[src/rtl/synch_fifo_param.sv]
// Parametrised single-clock FIFO with registered status flags, error pulses,
// synchronous flush and an optional first-word-fall-through read port.
module synch_fifo_param #(
  parameter int DATA_W    = 16,
  parameter int DEPTH     = 32,
  parameter int AF_THRESH = DEPTH - 4,
  parameter int AE_THRESH = 4,
  parameter bit FWFT      = 1'b0
) (
  input  logic                    clk,
  input  logic                    rst,
  input  logic                    clr,
  input  logic                    wr_en,
  input  logic [DATA_W-1:0]       data_in,
  input  logic                    rd_en,
  output logic [DATA_W-1:0]       data_out,
  output logic                    full_flag,
  output logic                    empty_flag,
  output logic                    almost_full,
  output logic                    almost_empty,
  output logic [$clog2(DEPTH):0]  fifo_count,
  output logic                    overflow,
  output logic                    underflow
);

  localparam int PTR_W = $clog2(DEPTH);
  localparam int CNT_W = PTR_W + 1;
  localparam logic [CNT_W-1:0] FULL_CNT = CNT_W'(DEPTH);
  localparam logic [CNT_W-1:0] AF_CNT   = CNT_W'(AF_THRESH);
  localparam logic [CNT_W-1:0] AE_CNT   = CNT_W'(AE_THRESH);

  logic [DATA_W-1:0] mem_q [DEPTH];
  logic [PTR_W-1:0]  wrPtr_q, wrPtr_d;
  logic [PTR_W-1:0]  rdPtr_q, rdPtr_d;
  logic [CNT_W-1:0]  count_q, count_d;
  logic [DATA_W-1:0] dataOut_q;
  logic              full_q, empty_q, almostFull_q, almostEmpty_q;
  logic              overflow_q, underflow_q;
  logic              rdAccept, wrAccept;

  always_comb begin
    rdAccept = rd_en && !empty_q;
    wrAccept = wr_en && (!full_q || rdAccept);
    wrPtr_d  = wrAccept ? wrPtr_q + PTR_W'(1) : wrPtr_q;
    rdPtr_d  = rdAccept ? rdPtr_q + PTR_W'(1) : rdPtr_q;
    count_d  = count_q;
    if (wrAccept && !rdAccept) begin
      count_d = count_q + CNT_W'(1);
    end else if (rdAccept && !wrAccept) begin
      count_d = count_q - CNT_W'(1);
    end
  end

  // Storage is never cleared; reset and flush only move the pointers.
  always_ff @(posedge clk) begin
    if (rst && !clr && wrAccept) begin
      mem_q[wrPtr_q] <= data_in;
    end
  end

  always_ff @(posedge clk) begin
    if (!rst) begin
      wrPtr_q       <= '0;
      rdPtr_q       <= '0;
      count_q       <= '0;
      dataOut_q     <= '0;
      full_q        <= 1'b0;
      empty_q       <= 1'b1;
      almostFull_q  <= 1'b0;
      almostEmpty_q <= 1'b1;
      overflow_q    <= 1'b0;
      underflow_q   <= 1'b0;
    end else if (clr) begin
      wrPtr_q       <= '0;
      rdPtr_q       <= '0;
      count_q       <= '0;
      full_q        <= 1'b0;
      empty_q       <= 1'b1;
      almostFull_q  <= 1'b0;
      almostEmpty_q <= 1'b1;
      overflow_q    <= 1'b0;
      underflow_q   <= 1'b0;
    end else begin
      wrPtr_q       <= wrPtr_d;
      rdPtr_q       <= rdPtr_d;
      count_q       <= count_d;
      full_q        <= (count_d == FULL_CNT);
      empty_q       <= (count_d == '0);
      almostFull_q  <= (count_d >= AF_CNT);
      almostEmpty_q <= (count_d <= AE_CNT);
      overflow_q    <= wr_en && full_q && !rdAccept;
      underflow_q   <= rd_en && empty_q;
      if (rdAccept) begin
        dataOut_q <= mem_q[rdPtr_q];
      end
    end
  end

  // In FWFT mode dataOut_q keeps the last popped word for display while empty.
  generate
    if (FWFT) begin : g_fwft
      assign data_out = empty_q ? dataOut_q : mem_q[rdPtr_q];
    end else begin : g_std
      assign data_out = dataOut_q;
    end
  endgenerate

  assign full_flag    = full_q;
  assign empty_flag   = empty_q;
  assign almost_full  = almostFull_q;
  assign almost_empty = almostEmpty_q;
  assign fifo_count   = count_q;
  assign overflow     = overflow_q;
  assign underflow    = underflow_q;

endmodule
[config.mk]
export PLATFORM = sky130hd
export DESIGN_NAME = synch_fifo_param
export DESIGN_NICKNAME = d
export VERILOG_FILES = /design/src/rtl/synch_fifo_param.sv
export SDC_FILE = /design/constraint.sdc
export NUM_CORES = 1
export LEC_CHECK = 0
export ABC_AREA = 1
export CELL_PAD_IN_SITES_DETAIL_PLACEMENT = 1
export CELL_PAD_IN_SITES_GLOBAL_PLACEMENT = 2
export CORE_MARGIN = 2
export CORE_UTILIZATION = 41
export CTS_CLUSTER_DIAMETER = 150
export DETAILED_ROUTE_END_ITERATION = 16
export PLACE_DENSITY = 0.82
export SLEW_MARGIN = 20
export SYNTH_ARGS = -nofsm -noshare
export SYNTH_HDL_FRONTEND = slang
export SYNTH_SLANG_ARGS = --single-unit
[constraint.sdc]
create_clock -name clk -period 3.5 [get_ports clk]
set_clock_uncertainty 0.1 [all_clocks]
set_input_delay 0.7 -clock clk [delete_from_list [all_inputs] [get_ports clk]]
set_output_delay 0.7 -clock clk [all_outputs]
set_load 0.01 [all_outputs]
After elaboration in Yosys (flattened, before gate mapping)
Memories as Yosys holds them, arrays and structs flattened. A register that Yosys moved wholly into a read port is not among the register bits. Index checks and enable logic that the tools add are counted.

Bits in registers: 22. Memory bits (writable): 512. Bits of input ports: 21. Output and inout bits: 28. Logic and storage cells: 42. Memories: 1.

Add/sub/neg operators: 4. $lt $le $gt $ge: 2. Equality and inequality tests: 1. Multiplexer cells: 4. Bitwise logic cells: 2. Reduce and logical (&&, ||, !) cells: 19.

Memory list: mem_q (words 32, width 16, read ports 1, clocked after memory_dff 1, write ports 1, line 32) `logic [DATA_W-1:0] mem_q [DEPTH];`.

Operators by type and width (number): 6-bit two-way mux (2); 5-bit by 1-bit adder with 5-bit output (second input constant) (2); 1-bit logical AND (9); 6-bit by 1-bit adder with 6-bit output (second input constant) (1); 6-bit equality test (second input constant) (1); 6-bit by 5-bit >= comparator with 1-bit output (second input constant) (1); 6-bit by 3-bit less-or-equal comparator with 1-bit output (second input constant) (1); 1-bit logical NOT (6); 6-bit logical NOT (1); 6-bit by 1-bit subtractor with 6-bit output (second input constant) (1); 1-bit two-way mux (2); 1-bit inverter (2); 2-bit AND reduction (1); 2-bit OR reduction (1); 1-bit logical OR (1).

Depth between registers and ports, before layout
Depth in word-level cells: 9. Depth in mapped cells: 11. Depth with buffers taken out: 11.

Worst setup path after synthesis
No wires, ideal clock.

Kind: input port to flip-flop. Start point: input rst. End point: memory mem_q[0][0] (enable). Library setup time: 0.388 ns. Arrival time: 2.266 ns. Required time: 3.012 ns. Path slack: 0.746 ns. Stages on the path: 6. Path buffers: 0. Cells stage by stage: clkinv_1 > nor2_2 > inv_1 > nor2_1 > nand2_1 > nor2_1.

Cells in the longest elaborated chain, start to end: 4.

Ends and longest elaborated chain: start, declared (line 11) `input logic rst,`; 1-bit logical AND (2 in series) (line 56) `if (rst && !clr && wrAccept) begin`; 1-bit two-way mux (line 56); 1-bit two-way mux (not written as such) (line 57) `mem_q[wrPtr_q] <= data_in;`; end, declared (line 32).

Every way passes these cells.

==> results.ini <==
[synthesis]
synth.area.top_cells=edfxtp_1 (67%), nand2_1 (12%), nand3_1 (6.9%)
syn-mean-instance-area_um2=10.5
yosys_warnings=0
synthesis.area_um2=23000
netlist.area_leader.share=0.668
synthCells=2199
yosysSeqAreaShare=0.701
synth-seq-cells=550
syn_nets=2227
yosysTopAreaCell=edfxtp_1
ys_types=25

[floorplan]
start_util=0.416
row_count=86
die_area_um2=58100
die_y_um=241
core_um2=55300
pin_count=49
die_w_um=241

[critical_path]
critPathKind=reg2reg
end_kind=register
critPathRequiredTime_ns=3.94
r2r_start=rdPtr_q[0]
path_max_fanout=69
critPathArrivalTime_ns=2.95
startpoint_type=register
crit_start=rdPtr_q[0]

[global_routing]
grt_pass1_vias=16304
grt_util_all_layers=0.238
antenna_found_initial=1
grt_pass1_wl_um=101000
grt_start_max_net_pins=126
overflow=0

[cells_and_area]
syn2layout_area_growth_pct=14.8
nets=2301
drive_above_1_share=0.0711
fin_cells=3069
final_common_cell=nand2_1
layout_common_cells=nand2_1 (727), edfxtp_1 (512), nand3_1 (318), inv_1 (232), nor2_1 (146)

[routing]
vias_per_cell=5.12
num_vias=15702
drc=0
avgRoutedWirePerCell_um=22.1
ant_nets=0
drtIter0Drc=1095
dr.pass1.iters=5
postRouteWirelength_um=67700

[clocking]
cts_setup_buffers=0
clk_path_buf_depth=3
clock_sinks=550
insertion_delay_ns=0.63
numCtsBuffers=56
cts_tree=done
clk_pin_slew_worst_paths_ns=0.06
cts_resized=0
cts_hold_buf=0
root_buffer=clkbuf_16
htreeDepth=2

[timing]
slew_viol_final=0
finalCriticalPeriod_ns=2.51
fin_setup_tns_ns=0
fin_crit_sh=0.716
rsz0062_at_grt=false
hold_viol=0
worst_pin_slew_ns=0.970
setup_viol_count_final=0
relSlewSlack=0.353
fmax_mhz=399
hold_ws_ns=0.411

[placed_design]
gp_congestion=0.811
dp.cells=2963
port_buffers=48
hpwl_um=42200

[min_path]
worstHoldPathType=reg2reg
min_from=empty_flag

[run_status]
outcome=complete, no violations

[power_and_ir_drop]
p_per_area_nw_per_um2=518
fin_total_pwr_mw=13.7
leakage_nw=10.3
ir_worst_vdd_v=0.000359

[flow_run]
cap_violations=0

## worst max-delay path: stages (launching register included)
cell and delay [ns]:
dfxtp_4 0.44, inv_6 0.46, buf_4 0.44, nand2_1 0.10, nand3_1 0.11, nand3_1 0.12
nand2_1 0.14, nor2_1 0.14, nand2_1 0.11, nand3_1 0.08, a21oi_1 0.14
## logic make-up (layout without fill, tap and decap cells)
group           Yosys count  after routing  synth area share
simple gates           1207           1207             0.216
buf+inv                 346            467            0.0602
other cells               0              1                 0
flops                   550            550             0.701
fa+ha+maj                 7              7           0.00380
xor+xnor                  2              2          0.000761
compound gates           87             87            0.0191
## sequential cells by signal (all words and copies together) (netlist names)
signal        count
full_flag         1
empty_flag        1
underflow         1
almost_empty      1
data_out         16
wrPtr_q           5
almost_full       1
rdPtr_q           5
fifo_count        6
mem_q           512
overflow          1
## per-layer routing
layer | GRT usage | part of all wire
met4 | 0.0664 | 0.025
met5 | 0 | 0
met3 | 0.0439 | 0.057
met1 | 0.326 | 0.45
met2 | 0.388 | 0.47
## through the flow
step                area, µm²  setup WS [ns]  utilization
floorplan               23000          0.746            -
global placement        24600          0.505        0.445
detailed placement      24600          0.454        0.445
CTS                     26400          0.973        0.478
global route            26400          0.801        0.478
finish                  26400          0.993        0.478
## synthesized netlist by cell type
cell type  instances
nand2_1          727
edfxtp_1         512
nand3_1          318
inv_1            233
nor2_1           146
buf_2             70
a21oi_1           56
dfxtp_1           38
clkbuf_1          31
o21ai_0           29
nor3_1             9
buf_1              7
ha_1               7
clkinv_1           4
nand4_1            2
a21boi_0           1
inv_2              1
nand2_2            1
nand3_2            1
nand3b_1           1
nor2_2             1
nor3b_1            1
o211ai_1           1
xnor2_1            1
xor2_1             1
## final cells by class
type	instances	area, µm²
fill	6056	28900
sequential	550	16100
multi-input combinational	1303	5510
clock buffer	71	1510
timing repair buffer	124	1110
tap	748	936
inverter	238	901
clock inverter	34	320
antenna	1	2.50
## where the power goes
part / switching [mW] / internal, mW / total [mW]
sequential: 0.0167 / 7.19 / 7.21
combinational: 0.362 / 0.116 / 0.478
clock: 2.54 / 3.48 / 6.02
total: 2.92 / 10.8 / 13.7
## final timing paths
check | endpoint | slack, ns | depth (start not counted)
worst max-delay path | data_out[3] | 0.99 | 10
worst min-delay path | underflow | 0.41 | 2
worst max register to register | data_out[3] | 0.99 | 10
worst min register to register | underflow | 0.41 | 2
No activity file was read; power rests on OpenSTA's default activity.
